File: src/rtl/id_ex_ctrl_stage_pkg.sv
`default_nettype none
// ============================================================================
// Module   : id_ex_ctrl_stage_pkg
// Brief    : Opcodes, ALU op classes and the main-control bundle type.
// Revision : 1.0
// ============================================================================
package id_ex_ctrl_stage_pkg;

  localparam logic [5:0] OP_RTYPE = 6'b000000;
  localparam logic [5:0] OP_LW    = 6'b100011;
  localparam logic [5:0] OP_SW    = 6'b101011;
  localparam logic [5:0] OP_BEQ   = 6'b000100;
  localparam logic [5:0] OP_ADDI  = 6'b001000;

  localparam logic [1:0] ALUOP_ADD  = 2'b00;
  localparam logic [1:0] ALUOP_SUB  = 2'b01;
  localparam logic [1:0] ALUOP_FUNC = 2'b10;

  typedef struct packed {
    logic       reg_dst;
    logic       alu_src;
    logic       mem_read;
    logic       mem_write;
    logic       mem_to_reg;
    logic       reg_write;
    logic       branch;
    logic [1:0] alu_op;
  } ctrl_t;

  // Opcodes whose rt field is a source operand rather than a destination.
  function automatic logic uses_rt(input logic [5:0] opcode);
    return (opcode == OP_RTYPE) || (opcode == OP_SW) || (opcode == OP_BEQ);
  endfunction

endpackage
`default_nettype wire

File: src/rtl/id_ex_ctrl_stage_main_ctrl_decode.sv
`default_nettype none
// ============================================================================
// Module   : main_ctrl_decode
// Brief    : Combinational opcode -> main control bundle and illegal flag.
// Revision : 1.0
// ============================================================================
module main_ctrl_decode
  import id_ex_ctrl_stage_pkg::*;
(
  input  logic [5:0] opcode,
  output ctrl_t      ctrl,
  output logic       illegal
);

  always_comb begin
    ctrl    = '0;
    illegal = 1'b0;
    case (opcode)
      OP_RTYPE: begin
        ctrl.reg_dst   = 1'b1;
        ctrl.reg_write = 1'b1;
        ctrl.alu_op    = ALUOP_FUNC;
      end
      OP_LW: begin
        ctrl.alu_src    = 1'b1;
        ctrl.mem_read   = 1'b1;
        ctrl.mem_to_reg = 1'b1;
        ctrl.reg_write  = 1'b1;
        ctrl.alu_op     = ALUOP_ADD;
      end
      OP_SW: begin
        ctrl.alu_src   = 1'b1;
        ctrl.mem_write = 1'b1;
        ctrl.alu_op    = ALUOP_ADD;
      end
      OP_BEQ: begin
        ctrl.branch = 1'b1;
        ctrl.alu_op = ALUOP_SUB;
      end
      OP_ADDI: begin
        ctrl.alu_src   = 1'b1;
        ctrl.reg_write = 1'b1;
        ctrl.alu_op    = ALUOP_ADD;
      end
      default: illegal = 1'b1;
    endcase
  end

endmodule
`default_nettype wire

File: src/rtl/id_ex_ctrl_stage.sv
`default_nettype none
// ============================================================================
// Module   : id_ex_ctrl_stage
// Brief    : ID decode, load-use/flush/hold control and the ID/EX register.
// Revision : 1.0
// ============================================================================
module id_ex_ctrl_stage
  import id_ex_ctrl_stage_pkg::*;
#(
  parameter int CNT_W = 16
) (
  input  logic             clk,
  input  logic             rst_n,
  input  logic [31:0]      id_instr,
  input  logic             id_valid,
  input  logic             flush,
  input  logic             ext_hold,
  output logic             id_stall,
  output logic             ex_valid,
  output logic [1:0]       ex_alu_op,
  output logic [5:0]       ex_func,
  output logic             ex_reg_dst,
  output logic             ex_alu_src,
  output logic             ex_mem_read,
  output logic             ex_mem_write,
  output logic             ex_mem_to_reg,
  output logic             ex_reg_write,
  output logic             ex_branch,
  output logic [4:0]       ex_rs,
  output logic [4:0]       ex_rt,
  output logic [4:0]       ex_rd,
  output logic [31:0]      ex_imm,
  output logic             ex_illegal,
  output logic [CNT_W-1:0] bubble_cnt
);

  logic [5:0]       w_opcode;
  logic [4:0]       w_rs;
  logic [4:0]       w_rt;
  ctrl_t            w_ctrl;
  logic             w_illegal;
  logic             w_load_use;
  logic             w_take;
  logic             w_count;

  logic             r_valid;
  ctrl_t            r_ctrl;
  logic [5:0]       r_func;
  logic [4:0]       r_rs;
  logic [4:0]       r_rt;
  logic [4:0]       r_rd;
  logic [31:0]      r_imm;
  logic             r_illegal;
  logic [CNT_W-1:0] r_cnt;

  assign w_opcode = id_instr[31:26];
  assign w_rs     = id_instr[25:21];
  assign w_rt     = id_instr[20:16];

  main_ctrl_decode u_decode (
    .opcode  (w_opcode),
    .ctrl    (w_ctrl),
    .illegal (w_illegal)
  );

  assign w_load_use = r_valid && r_ctrl.mem_read && (r_rt != 5'd0) && id_valid &&
                      ((r_rt == w_rs) || ((r_rt == w_rt) && uses_rt(w_opcode)));

  // Flush outranks load-use, so a squashed dependent never stalls the front end.
  assign id_stall = ext_hold || (!flush && w_load_use);
  assign w_take   = !flush && !w_load_use && id_valid && !w_illegal;
  assign w_count  = flush || w_load_use || (id_valid && w_illegal);

  always_ff @(posedge clk or negedge rst_n) begin
    if (!rst_n) begin
      r_valid   <= 1'b0;
      r_ctrl    <= '0;
      r_func    <= '0;
      r_rs      <= '0;
      r_rt      <= '0;
      r_rd      <= '0;
      r_imm     <= '0;
      r_illegal <= 1'b0;
      r_cnt     <= '0;
    end else if (!ext_hold) begin
      r_illegal <= !flush && !w_load_use && id_valid && w_illegal;
      if (w_take) begin
        r_valid <= 1'b1;
        r_ctrl  <= w_ctrl;
        r_func  <= (w_ctrl.alu_op == ALUOP_FUNC) ? id_instr[5:0] : 6'd0;
        r_rs    <= w_rs;
        r_rt    <= w_rt;
        r_rd    <= id_instr[15:11];
        r_imm   <= {{16{id_instr[15]}}, id_instr[15:0]};
      end else begin
        r_valid <= 1'b0;
        r_ctrl  <= '0;
        r_func  <= '0;
        r_rs    <= '0;
        r_rt    <= '0;
        r_rd    <= '0;
        r_imm   <= '0;
      end
      if (w_count && (r_cnt != {CNT_W{1'b1}})) begin
        r_cnt <= r_cnt + CNT_W'(1);
      end
    end
  end

  assign ex_valid      = r_valid;
  assign ex_alu_op     = r_ctrl.alu_op;
  assign ex_func       = r_func;
  assign ex_reg_dst    = r_ctrl.reg_dst;
  assign ex_alu_src    = r_ctrl.alu_src;
  assign ex_mem_read   = r_ctrl.mem_read;
  assign ex_mem_write  = r_ctrl.mem_write;
  assign ex_mem_to_reg = r_ctrl.mem_to_reg;
  assign ex_reg_write  = r_ctrl.reg_write;
  assign ex_branch     = r_ctrl.branch;
  assign ex_rs         = r_rs;
  assign ex_rt         = r_rt;
  assign ex_rd         = r_rd;
  assign ex_imm        = r_imm;
  assign ex_illegal    = r_illegal;
  assign bubble_cnt    = r_cnt;

endmodule
`default_nettype wire

File: config.mk
export PLATFORM = sky130hd
export DESIGN_NAME = id_ex_ctrl_stage
export DESIGN_NICKNAME = d
export VERILOG_FILES = /design/src/rtl/id_ex_ctrl_stage_pkg.sv /design/src/rtl/id_ex_ctrl_stage_main_ctrl_decode.sv /design/src/rtl/id_ex_ctrl_stage.sv
export SDC_FILE = /design/constraint.sdc
export NUM_CORES = 1
export LEC_CHECK = 0
export BUFFER_PORTS_ARGS = -buffer_cell sky130_fd_sc_hd__buf_2
export CORE_MARGIN = 3
export CORE_UTILIZATION = 30
export CTS_CLUSTER_DIAMETER = 30
export DETAILED_ROUTE_END_ITERATION = 8
export PLACE_DENSITY = 0.63
export SYNTH_ARGS = -nofsm -noshare
export SYNTH_HDL_FRONTEND = slang
export SYNTH_SLANG_ARGS = --single-unit
File: constraint.sdc
create_clock -name clk -period 3.2 [get_ports clk]
set_input_delay 0.32 -clock clk [delete_from_list [all_inputs] [get_ports clk]]
set_output_delay 0.32 -clock clk [all_outputs]
set_load 0.005 [all_outputs]
### Yosys cells after proc, flatten, opt, wreduce, memory -nomap -nowiden

Cells that the tools add are included.
W data, S select, Z words.

| operators by class | value |
|---|---|
| multiplexer cells | 16 |
| bitwise gates (word level) | 1 |
| reduce and logical (&&, ||, !) cells | 26 |
| add/sub/neg operators | 1 |
| eq/ne operators | 8 |

Operators by type and width:

| cell | count |
|---|---|
| $mux W32 | 1 |
| $add A16 B1 Y16 const B | 1 |
| $ne A16 B16 Y1 const B | 1 |
| $mux W5 | 3 |
| $eq A6 B6 Y1 const B | 2 |
| $logic_and A1 B1 Y1 | 12 |
| $mux W6 | 2 |
| $eq A5 B5 Y1 | 2 |
| $mux W9 | 1 |
| $mux W1 | 8 |
| $eq A6 B3 Y1 const B | 1 |
| $eq A6 B4 Y1 const B | 1 |
| $logic_not A6 Y1 | 1 |
| $logic_or A1 B1 Y1 | 6 |
| $reduce_or A3 Y1 | 2 |
| $reduce_bool A5 Y1 | 1 |
| $reduce_or A5 Y1 | 1 |
| $pmux W2 S2 | 1 |
| $eq A2 B2 Y1 const B | 1 |
| $logic_not A1 Y1 | 2 |
| $reduce_and A2 Y1 | 1 |
| $not A1 Y1 | 1 |

| storage, ports and cells | value |
|---|---|
| output and inout port bits | 81 |
| register bits after elaboration | 80 |
| bits of input ports | 37 |
| word-level logic and storage cells | 68 |

### Depth between registers and ports, before layout

Gate-level depths: netlist of the first run.

| logic depth | value |
|---|---|
| word-level depth | 11 |
| gate-level depth with buffers | 8 |
| gate-level depth less buffers | 7 |

### Modules after synthesis

From an unflattened synthesis of the first run, not the netlist that was laid out.

| second synthesis, totals | value |
|---|---|
| cells, all modules | 238 |
| area total of the unflattened synthesis | 2,787.7 µm² |

Modules (own cells, without submodules):

| module | cells each | area an instance (µm²) | times used | sequential area each (µm²) |
|---|---|---|---|---|
| id_ex_ctrl_stage | 220 | 2,643.8 | 1 | 1,476.4 |
| main_ctrl_decode | 18 | 143.9 | 1 | 0.0 |

### Worst setup path before layout of the first run

OpenSTA, ideal clock, no wires.

| path | value |
|---|---|
| path type | reg2reg |
| start | register r_rt[1] (netlist: ex_rt[1]) |
| end | register r_func[0] (netlist: ex_func[0]) |
| path buffers | 2 |
| clock period less this slack | 2.109 ns |
| data required time | 3.134 ns |
| path slack | 1.091 ns |
| library setup time | 0.066 ns |
| arrival | 2.042 ns |
| stages on the path, launching flop included | 9 |
| cell sequence | dfrtp_1 or4_1 o21ai_0 o41a_2 and3_1 buf_6 and3_4 buf_6 a22o_1 |

| on the way | value |
|---|---|
| word-level cells in the longest chain between the ends | 9 |
| elaborated cells on any way between the ends | 13 |
| classes of those cells | eq/ne (2); mux (1); reduce/logical (10) |

RTL lines:

| item | RTL line | source |
|---|---|---|
| start: declaration | id_ex_ctrl_stage.sv:50 | `logic [4:0] r_rt;` |
| start signal: assignment | id_ex_ctrl_stage.sv:92 | `r_rt <= w_rt;` |
| $eq A5 B5 Y1 / $reduce_bool A5 Y1 (equally long branches) | id_ex_ctrl_stage.sv:67, id_ex_ctrl_stage.sv:66 |  |
| $logic_and A1 B1 Y1, on equally long branches | id_ex_ctrl_stage.sv:67, id_ex_ctrl_stage.sv:66 |  |
| $logic_or A1 B1 Y1 / $logic_and A1 B1 Y1 (equally long branches) | id_ex_ctrl_stage.sv:67, id_ex_ctrl_stage.sv:66 |  |
| $logic_and A1 B1 Y1 (*) | id_ex_ctrl_stage.sv:66 | `assign w_load_use = r_valid && r_ctrl.mem_read && (r_rt != 5'd0) && id_valid &&` |
| $logic_not A1 Y1 (*) | id_ex_ctrl_stage.sv:71 | `assign w_take = !flush && !w_load_use && id_valid && !w_illegal;` |
| $logic_and A1 B1 Y1 (*) (3 in a row) | id_ex_ctrl_stage.sv:71 |  |
| $mux W6 (*) | id_ex_ctrl_stage.sv:87 | `if (w_take) begin` |
| end signal: assignment | id_ex_ctrl_stage.sv:90 | `r_func <= (w_ctrl.alu_op == ALUOP_FUNC) ? id_instr[5:0] : 6'd0;` |
| end: declaration | id_ex_ctrl_stage.sv:48 | `logic [5:0] r_func;` |

Every way passes the cells marked *; elsewhere a longest branch is shown, timed or not.
A chain may end at the register's enable or synchronous reset.

### Worst setup path in the final report of the first run

| path | value |
|---|---|
| start | register r_rt[1] (netlist: ex_rt[1]) |
| end | output id_stall |

| on the way | value |
|---|---|
| word-level cells in the longest chain between the ends | 6 |
| elaborated cells on any way between the ends | 10 |
| classes of those cells | eq/ne (2); reduce/logical (8) |

RTL lines:

| item | RTL line | source |
|---|---|---|
| $eq A5 B5 Y1 / $reduce_bool A5 Y1 (equally long branches) | id_ex_ctrl_stage.sv:67, id_ex_ctrl_stage.sv:66 |  |
| $logic_and A1 B1 Y1, on equally long branches | id_ex_ctrl_stage.sv:67, id_ex_ctrl_stage.sv:66 |  |
| $logic_or A1 B1 Y1 / $logic_and A1 B1 Y1 (equally long branches) | id_ex_ctrl_stage.sv:67, id_ex_ctrl_stage.sv:66 |  |
| $logic_and A1 B1 Y1 (*) | id_ex_ctrl_stage.sv:66 |  |
| $logic_and A1 B1 Y1 (*) | id_ex_ctrl_stage.sv:70 | `assign id_stall = ext_hold \|\| (!flush && w_load_use);` |
| $logic_or A1 B1 Y1 (*) | id_ex_ctrl_stage.sv:70 |  |
| end: declaration | id_ex_ctrl_stage.sv:18 | `output logic id_stall,` |

Marked as above.

==> results of run 1 <==
## cell type report
| cell class | count | area share, % |
|---|---|---|
| timing repair buffer | 120 | 18.0 |
| multi-input combinational | 127 | 29.1 |
| sequential | 58 | 43.1 |
| clock buffer | 11 | 4.49 |
| clock inverter | 3 | 1.19 |
| tap | 105 | 3.90 |
| inverter | 2 | 0.223 |
## layout by cell type, fill, tap and decap left out, types with 2 or more instances in the layout
master    netlist  layout
a21o_1          3       3
a22o_1         32      32
a32o_1          4       4
and3_1          5       5
and4_1          2       2
buf_2           2     117
buf_4          24       3
clkbuf_8        0      11
clkinv_2        0       2
dfrtp_1        58      58
inv_1           2       2
nand2_1        11      11
nand3_1         8       8
nand4_1         7       7
nor2_1          5       5
nor2b_1         2       2
o21ai_0         5       5
o21bai_1        2       2
xnor2_1        21      21
xor2_1          4       4
## cell families after synthesis
kind of cell / after synthesis
flops: 58
compound gates: 52
simple gates: 48
buf+inv: 35
xor+xnor: 25
mux: 1
fa+ha+maj: 1
## metal layers
layer | GRT usage, % | wire (um) | vias to the layer above | part of all wire (%)
li1 | - | - | 974 | -
met1 | 17.0 | 2930 | 1000 | 44
met2 | 20.6 | 3120 | 67 | 47
met3 | 3.47 | 442 | 8 | 6.7
met4 | 4.66 | 97 | 0 | 1.5
met5 | 0 | 0 | - | 0
## flip-flops by register name (all words and copies together) (netlist names)
name          flops
ex_illegal        1
ex_mem_read       1
ex_alu_src        1
ex_rs             5
bubble_cnt       16
ex_branch         1
ex_imm           12
ex_reg_write      1
ex_rd             4
ex_func           6
ex_alu_op         2
ex_mem_write      1
ex_valid          1
ex_rt             5
ex_reg_dst        1
## metrics by stage
| step | instance area (um^2) | utilization, % |
|---|---|---|
| finish | 3370 | 40.0 |
| global route | 3370 | 40.0 |
| CTS | 3370 | 40.0 |
| detailed placement | 3180 | 37.7 |
| global placement | 3180 | 37.7 |
| floorplan | 2670 | - |
## final timing paths
kind | startpoint | to | slack [ns] | cells after the start
worst max-delay path | ex_rt[1] | id_stall | 0.61 | 6
worst min-delay path | rst_n | bubble_cnt[9] | 0.03 | 1
worst max register to register | ex_rt[1] | ex_rs[2] | 0.76 | 7
worst min register to register | ex_alu_src | ex_alu_src | 0.48 | 2
max in group asynchronous | rst_n | ex_func[0] | 2.31 | 2
min in group clk | id_instr[8] | ex_imm[8] | 0.21 | 2
## critical path, cell delays in order (launching register included)
cell      delay, ns
dfrtp_1        0.43
or4_1          0.56
o21ai_0        0.31
or4b_4         0.23
nor2b_1        0.18
o21bai_1       0.10
buf_2          0.13
## power groups by stage
stage                     Clock, mW  Sequential, mW  Combinational (mW)
after floorplan                   0           0.840              0.0986
after global placement            0           0.842               0.207
after detailed placement          0           0.843               0.214
after CTS                     0.688           0.830               0.215
after global routing          0.714           0.836               0.235
final                         0.661           0.832               0.210
==> impl_results.md, run 1 <==
- Outcome: complete, no violations
- Synth Area in Adders: 0.469%
- Cell-internal power: 1.27 mW
- Setup WS post-layout: 0.614 ns
- Full die area: 10100 um^2
- Setup Skew: 0.00627 ns
- Compound-Gate Fraction of Synth Area: 16.8%
- Primary FF master, synth: dfrtp_1
- Clk_lat worst skew: 0.32 ns
- Synth async-reset ratio: 100%
- First-pass GRT wire length: 10200 um
- Post-Synthesis Cells: 220
- IO Count: 118
- Post-synthesis sequential area ratio: 54.4%
- PD cells: 505 nW/um^2
- H-tree levels: 3
- Max-Cap Viols: 0
- Pre-CTS setup slack: 0.770 ns
- HP Class: in2async
- Net Sw Power: 0.433 mW
- Initial core utilization: 31.7%
- Post-synth EDFFs: 0
- Top cells by area, synth: dfrtp_1 54%, a22o_1 10%, xnor2_1 6.9%
- Synth top area share: 54.4%
- Post-synth top area cell: dfrtp_1
- Final antenna-violating net count: 0
- Initial DRC count: 66
- Critical path fanouts, max: 5
- Largest net degree at the start of global routing: 47
- Post-Synth XOR/XNOR Area: 8.20%
- Avg Cell Area, Syn: 12.1 um^2
- GRT Total Usage: 13.0%
- Post-synth net total: 258
- Final Hold Vio Count: 0
- Slew Limit Headroom: 44.1%
- First drt pass iteration count: 4
- Share of layout cells above drive strength 1: 43.6%
- Hpwl dp: 4840 um
- IO Port Bufs: 117
- Die Wd: 100 um
- Sequential Area: 1450 um^2
- Count leader, synth: dfrtp_1
- Core Area: 8420 um^2
- Most frequent cells after synthesis: 58 x dfrtp_1, 32 x a22o_1, 24 x buf_4
- Final setup TNS: 0 ns
- Slew @ Worst Pin: 0.839 ns
- Final instance count without filler cells: 426
- Ratio of final minimum period to clock period: 80.8%
- Clock power share: 38.8%
- Hold-fix buffers, CTS: 0
- Clock sinks: 58
- Vias: 2049
- Post-CTS Repair Setup Buffers: 0
- Tmin final: 2.59 ns
- CTS Root Cell: clkbuf_8
- Synth Cell Area: 2670 um^2
- Layout fillers: 862
- Tot Pwr: 1.70 mW
- Worst Path Required: 2.88 ns
- Post-synthesis mux area share: 0.422%
- Congestion Overflow GR: 0
- Unrepaired setup endpoints after global routing: false
- Max Slew Vio Count: 0
- Maximum root-to-sink buffer count: 2
- Reg power frac: 48.8%
- Hold_ws: 0.0340 ns
- Comb power frac: 12.3%
- Synth Warn #: 0
- Data arrival, critical path: 2.27 ns
- Vias in the first global route: 2015
- Crit. End Element: output port
- Yosys reg bits: 58
- DRC violations left: 0
- Leak: 1.85 nW
- CTS Buf Count: 9
- Synth Area in Simple Gates: 10.8%
- Yosys cell types: 36
- Per-cell routed wire length: 15.5 um
- Critical setup path kind: reg2out
- # diodes: 0
- RD Place Congestion: 0.763
- Synth-to-Final Area Change: 26.2%
- Fmax achieved: 387 MHz
- NumNets Final: 356
- Final wirelength: 6600 um
- Main combinational cell family by area after synthesis: compound AO/OA/AOI/OAI gates
- Switching share of power: 25.4%
- Multi-input logic area: 980 um^2
- CTS tree: done
- Initial antenna violation count: 0
- Post-CTS Resized: 0
- Die Y: 100 um
- Worst VDD drop: 0.181 mV
- Row cnt: 33
- Post-Place Cells: 412
- CP Launch Type: flop
- Final setup fails: 0
- CTS clk-pin slew, worst paths: 0.06 ns
- Number of vias per cell: 4.81
Note: power is estimated with default switching activity, not from simulation.
==> run 2: changes to the inputs <==
--- a/config.mk
+++ b/config.mk
@@ -10,7 +10,7 @@
 export CORE_UTILIZATION = 30
 export CTS_CLUSTER_DIAMETER = 30
 export DETAILED_ROUTE_END_ITERATION = 8
-export PLACE_DENSITY = 0.63
+export PLACE_DENSITY = 0.65
 export SYNTH_ARGS = -nofsm -noshare
 export SYNTH_HDL_FRONTEND = slang
 export SYNTH_SLANG_ARGS = --single-unit
==> constraint.sdc (replaced) <==
create_clock -name clk -period 2.2 [get_ports clk]
set_input_delay 0.22 -clock clk [delete_from_list [all_inputs] [get_ports clk]]
set_output_delay 0.22 -clock clk [all_outputs]
set_load 0.005 [all_outputs]
==> impl_results.md, run 2 (synthesized netlist as in run 1, its figures left out) <==
- Final instance count without filler cells: 448 (+5.2%)
- NumNets Final: 376 (+5.6%)
- # diodes: 0 (unchanged)
- First-pass GRT wire length: 11000 um (+8.2%)
- Crit. End Element: output port
- CTS Root Cell: clkbuf_8
- H-tree levels: 3 (unchanged)
- CTS tree: done
- Violated checks: negative setup slack
- Fmax achieved: 438 MHz
- Hold_ws: 0.0952 ns (+0.0612 ns)
- Tmin final: 2.28 ns
- Largest net degree at the start of global routing: 45 (-4.3%)
- Setup Skew: 0.00799 ns (+0.00172 ns)
- Initial antenna violation count: 0 (unchanged)
- Post-Place Cells: 422 (+2.4%)
- Congestion Overflow GR: 0 (unchanged)
- Core Area: 8420 um^2 (unchanged)
- Tot Pwr: 2.52 mW (+48%)
- Clock sinks: 58 (unchanged)
- Final antenna-violating net count: 0 (unchanged)
- Slew @ Worst Pin: 0.755 ns (-0.0844 ns)
- IO Port Bufs: 117 (unchanged)
- Outcome: complete, but fails checks
- RD Place Congestion: 0.808 (+5.8%)
- Per-cell routed wire length: 15.9 um (+2.6%)
- CP peak stage delay: 0.49 ns (-0.07 ns)
- Clk_lat worst skew: 0.34 ns (+0.02 ns)
- DRC violations left: 0 (unchanged)
- Final wirelength: 7120 um (+7.9%)
- CP Launch Type: flop
- Full die area: 10100 um^2 (unchanged)
- Max-Cap Viols: 0 (unchanged)
- Hpwl dp: 5160 um (+6.7%)
- Unrepaired setup endpoints after global routing: true
- Ratio of final minimum period to clock period: 104%
- Critical path fanouts, max: 3 (-2)
- Layout fillers: 823 (-4.5%)
- Share of layout cells above drive strength 1: 53.1% (+9.4 points)
- Pre-CTS setup slack: -0.0311 ns (-0.801 ns)
- Worst Path Buf+Inv: 2 (+1)
- Commonest cells after routing, fill and taps aside: 117 x buf_2, 58 x dfrtp_1, 32 x a22o_1, 16 x xnor2_1, 12 x buf_4
- Final setup fails: 4 (+4)
- Worst path slowest cell: or4_4
- Worst Path Required: 1.98 ns (-0.90 ns)
- Multi-input logic area: 1120 um^2 (+14%)
- Number of vias per cell: 4.81 (+0.10%)
- CP Cell Sequence: buf_4 > or4_4 > o21ai_4 > or4b_4 > nor2b_4 > o21bai_4 > buf_2
- CTS clk-pin slew, worst paths: 0.07 ns (about the same)
- PD cells: 680 nW/um^2 (+34%)
- Die Wd: 100 um (unchanged)
- Critical setup path kind: reg2out
- Initial DRC count: 86 (+30%)
- Delay-heaviest family, CP: simple AND/OR/NAND/NOR gates
- Die Y: 100 um (unchanged)
- Final core occ: 44.1% (+4.1 points)
- CTS Buf Count: 9 (unchanged)
- Max Slew Vio Count: 0 (unchanged)
- Synth-to-Final Area Change: 39.0%
- Data arrival, critical path: 2.06 ns (-0.21 ns)
- IO Count: 118 (unchanged)
- GRT Total Usage: 14.2% (+1.2 points)
- Row cnt: 33 (unchanged)
- Initial core utilization: 31.7% (unchanged)
- Most common cell after layout, fill and taps aside: buf_2
- Largest register FFs: 16 (unchanged)
- HP Class: in2reg
- Crit path depth: 7 (+1)
- Setup WS post-layout: -0.0820 ns (-0.696 ns)
- Final Hold Vio Count: 0 (unchanged)
- Sequential Area: 1450 um^2 (unchanged)
- Worst VDD drop: 0.326 mV (+80%)
- First drt pass iteration count: 4 (unchanged)
- Vias in the first global route: 2153 (+6.8%)
- Slew Limit Headroom: 49.7% (+5.6 points)
- Worst hold stages: 2
- Worst-case reg-to-reg path depth: 8 (+1)
- Leak: 2.02 nW (+9.4%)
- Maximum root-to-sink buffer count: 2 (unchanged)
- Vias: 2157 (+5.3%)
[run 2: changes by cell type in the layout (fill, tap and decap cells not counted), sizes merged]
cell / delta
clkinvlp: +1
clkinv: +3
dlygate4sd3: +1
clkbuf: -2
buf: +19
[run 2: final cells by class]
class / instances / area share, %
clock buffer: 9 / 3.34
clock inverter: 7 / 1.89
inverter: 2 / 0.202
multi-input combinational: 127 / 30.2
sequential: 58 / 39.1
tap: 105 / 3.54
timing repair buffer: 140 / 21.7
[run 2: power by group]
part | internal (mW) | leakage, nW | switching [mW]
sequential | 1.13 | 0.798 | 0.0771
combinational | 0.182 | 1.12 | 0.172
clock | 0.520 | 0.0990 | 0.442
total | 1.83 | 2.02 | 0.691
[run 2: metal layers]
metal / GRT usage (%) / share of wire (%) / vias up
li1: - / - / 1025
met1: 19.1 / 44 / 1033
met2: 21.3 / 45 / 89
met3: 5.21 / 8.9 / 10
met4: 4.46 / 1.4 / 0
met5: 0 / 0 / -
[run 2: stage by stage]
step / TNS (ns) / instance area, um^2
6_report: -0.147 / 3710
3_3_place_gp: 0 / 3270
3_5_place_dp: -0.0974 / 3270
4_1_cts: -0.862 / 3590
2_1_floorplan: 0 / 2670
5_1_grt: -1.67 / 3710
[run 2: worst paths after layout]
check | start | endpoint | slack, ns
max | ex_rt[3] | id_stall | -0.08
min | id_instr[7] | ex_imm[7] | 0.1
max reg2reg | ex_rt[4] | bubble_cnt[9] | -0.02
min reg2reg | bubble_cnt[13] | bubble_cnt[13] | 0.48
max in group asynchronous | rst_n | ex_imm[3] | 1.03
min in group asynchronous | rst_n | ex_rd[3] | 0.48
[run 2: what timing repair did]
| action | in CTS | in global routing |
|---|---|---|
| gates cloned | 1 | 0 |
| setup endpoints to repair | 28 | 53 |
| endpoints found under the hold margin | 31 | 0 |
| gates resized for setup | 18 | 24 |
| buffers inserted | 6 | 2 |
| pin swaps | 10 | 20 |
| hold buffers | 1 | 0 |
==> run 3: changes to the inputs <==
--- a/config.mk
+++ b/config.mk
@@ -5,12 +5,13 @@
 export SDC_FILE = /design/constraint.sdc
 export NUM_CORES = 1
 export LEC_CHECK = 0
+export ABC_AREA = 1
 export BUFFER_PORTS_ARGS = -buffer_cell sky130_fd_sc_hd__buf_2
 export CORE_MARGIN = 3
 export CORE_UTILIZATION = 30
 export CTS_CLUSTER_DIAMETER = 30
 export DETAILED_ROUTE_END_ITERATION = 8
-export PLACE_DENSITY = 0.65
+export PLACE_DENSITY = 0.61
 export SYNTH_ARGS = -nofsm -noshare
 export SYNTH_HDL_FRONTEND = slang
 export SYNTH_SLANG_ARGS = --single-unit
==> constraint.sdc (replaced) <==
create_clock -name clk -period 2.9 [get_ports clk]
set_input_delay 0.29 -clock clk [delete_from_list [all_inputs] [get_ports clk]]
set_output_delay 0.29 -clock clk [all_outputs]
set_load 0.005 [all_outputs]
==> impl_results.md, run 3 <==
- Synth-to-Final Area Change: 23.7%
- CTS Buf Count: 9 (unchanged)
- Final wirelength: 7640 um (+7.3%)
- Vias: 2721 (+26%)
- CP Launch Type: flop
- CP Cell Sequence: xor2_1 > nor2_1 > nand2_1 > o21ai_2 > nand2_2 > o21ai_0 > buf_2
- Max-Cap Viols: 0 (unchanged)
- Post-Place Cells: 592 (+40%)
- Count leader, synth: nand2_1
- Yosys reg bits: 58 (unchanged)
- IO Port Bufs: 117 (unchanged)
- CTS Root Cell: clkbuf_8
- First drt pass iteration count: 4 (unchanged)
- Data arrival, critical path: 1.82 ns (-0.24 ns)
- Worst Path Buf+Inv: 1 (-1)
- Outcome: complete, no violations
- Worst path slowest cell: dfrtp_1
- Largest net degree at the start of global routing: 45 (unchanged)
- IO Count: 118 (unchanged)
- Full die area: 11600 um^2 (+15%)
- Initial antenna violation count: 0 (unchanged)
- Post-synth top area cell: dfrtp_1
- Initial DRC count: 125 (+45%)
- Worst VDD drop: 0.190 mV (-42%)
- Crit. End Element: output port
- GRT Total Usage: 13.7% (-0.54 points)
- Clk_lat worst skew: 0.34 ns (about the same)
- CP peak stage delay: 0.45 ns (-0.04 ns)
- Post-CTS Repair Setup Buffers: 0 (-6)
- Maximum root-to-sink buffer count: 2 (unchanged)
- Final setup TNS: 0 ns (+0.147 ns)
- Setup Skew: 0.00785 ns (-0.000143 ns)
- DRC violations left: 0 (unchanged)
- Number of vias per cell: 4.47 (-7.2%)
- Post-Synthesis Cells: 375 (+70%)
- Synth async-reset ratio: 100% (unchanged)
- Die Wd: 108 um (+7.5%)
- Final Hold Vio Count: 0 (unchanged)
- Core Area: 9910 um^2 (+18%)
- Largest register FFs: 16 (unchanged)
- Vias in the first global route: 2641 (+23%)
- Share of layout cells above drive strength 1: 34.2% (-19 points)
- Die Y: 108 um (+7.5%)
- Post-synthesis sequential area ratio: 46.7% (-7.7 points)
- First-pass GRT wire length: 12500 um (+13%)
- # diodes: 0 (unchanged)
- Synth Warn #: 0 (unchanged)
- Commonest cells after routing, fill and taps aside: 117 x buf_2, 101 x nand2_1, 58 x dfrtp_1, 49 x inv_1, 31 x o21ai_1
- Most frequent cells after synthesis: 101 x nand2_1, 58 x dfrtp_1, 49 x inv_1
- CTS tree: done
- Max Slew Vio Count: 0 (unchanged)
- NumNets Final: 509 (+35%)
- Hold-fix buffers, CTS: 1 (unchanged)
- Primary FF master, synth: dfrtp_1
- PD cells: 498 nW/um^2 (-27%)
- Slew @ Worst Pin: 0.674 ns (-0.0809 ns)
- Post-CTS Resized: 0 (-18)
- H-tree levels: 3 (unchanged)
- Clock sinks: 58 (unchanged)
- Slew Limit Headroom: 55.0% (+5.3 points)
- Per-cell routed wire length: 12.5 um (-21%)
- Leak: 2.19 nW (+8.3%)
- Final instance count without filler cells: 609 (+36%)
- Post-synth net total: 413 (+60%)
- Row cnt: 36 (+9.1%)
- Tmin final: 2.11 ns
- Top cells by area, synth: dfrtp_1 47%, nand2_1 12%, inv_1 5.9%
- Fmax achieved: 475 MHz
- Final antenna-violating net count: 0 (unchanged)
- Congestion Overflow GR: 0 (unchanged)
- Unrepaired setup endpoints after global routing: false
- CTS clk-pin slew, worst paths: 0.07 ns (about the same)
- Ratio of final minimum period to clock period: 72.6%
- HP Class: in2reg
- Avg Cell Area, Syn: 8.29 um^2 (-32%)
- Final core occ: 38.8% (-5.2 points)
- RD Place Congestion: 0.797 (-1.3%)
- Final setup fails: 0 (-4)
- Initial core utilization: 31.4% (-0.31 points)
- Synth top area share: 46.7% (-7.7 points)
- Post-synth EDFFs: 0 (unchanged)
- Yosys cell types: 28 (-22%)
- Critical setup path kind: reg2out
- Critical path fanouts, max: 5 (+2)
- Delay-heaviest family, CP: flip-flops
- Most common cell after layout, fill and taps aside: buf_2
- Hpwl dp: 5560 um (+7.7%)
- Worst Path Required: 2.61 ns (+0.63 ns)
- Synth Cell Area: 3110 um^2 (+16%)
run 3: area by class of cell:
class,instances,area (um^2)
fillers,1055,6060
flip-flops and latches,58,1450
multi-input cells,230,1200
repair buffers,121,618
inverters,51,193
well taps,133,166
clock buffers,10,138
clock inverters,6,80.1
run 3: per-layer routing:
| metal | wire length, um | up-vias | track usage, % |
|---|---|---|---|
| met5 | 0 | - | 0 |
| met4 | 184 | 0 | 6.22 |
| met3 | 469 | 12 | 3.48 |
| met2 | 3650 | 83 | 22.1 |
| met1 | 3340 | 1270 | 17.0 |
| li1 | - | 1356 | - |
run 3: logic make-up after synthesis:
| logic type | Yosys count | synth area share [%] |
|---|---|---|
| AND/OR/NAND/NOR | 171 | 26.0 |
| buffers and inverters | 87 | 14.8 |
| XOR/XNOR | 14 | 3.94 |
| flip-flops | 58 | 46.7 |
| AO/OA/AOI/OAI | 44 | 8.21 |
| adder cells (fa/ha/maj) | 1 | 0.402 |
run 3: path summary, 6_finish.rpt:
path,cells after the start,start,to,slack (ns)
setup / recovery,7,ex_rt[0],id_stall,0.79
hold / removal,3,id_instr[10],ex_imm[10],0.18
setup reg to reg,7,bubble_cnt[0],bubble_cnt[1],0.85
hold reg to reg,2,ex_illegal,ex_illegal,0.49
max in group asynchronous,3,rst_n,ex_imm[8],1.97
min in group asynchronous,2,rst_n,bubble_cnt[3],0.33
run 3: where the power goes:
group / total [mW] / internal [mW] / switching, mW / leakage, nW
clock network: 0.829 / 0.501 / 0.328 / 0.116
logic: 0.208 / 0.0877 / 0.120 / 1.27
registers: 0.878 / 0.837 / 0.0408 / 0.803
total: 1.91 / 1.43 / 0.489 / 2.19
run 3: tightest hold or removal path, delay by kind of cell:
family | cells | cell delay (ns)
buf+inv | 2 | 0.13
compound gates | 1 | 0.06
run 3: per-stage QoR:
| step | hold slack (ns) | power (mW) | instance area, um^2 | setup WS (ns) |
|---|---|---|---|---|
| floorplan | -0.00559 | 1.00 | 3110 | 1.38 |
| global placement | 0.151 | 1.10 | 3620 | 0.844 |
| detailed placement | 0.151 | 1.11 | 3620 | 0.774 |
| CTS | 0.162 | 1.95 | 3850 | 0.709 |
| global route | 0.177 | 2.03 | 3850 | 0.603 |
| finish | 0.179 | 1.91 | 3850 | 0.794 |
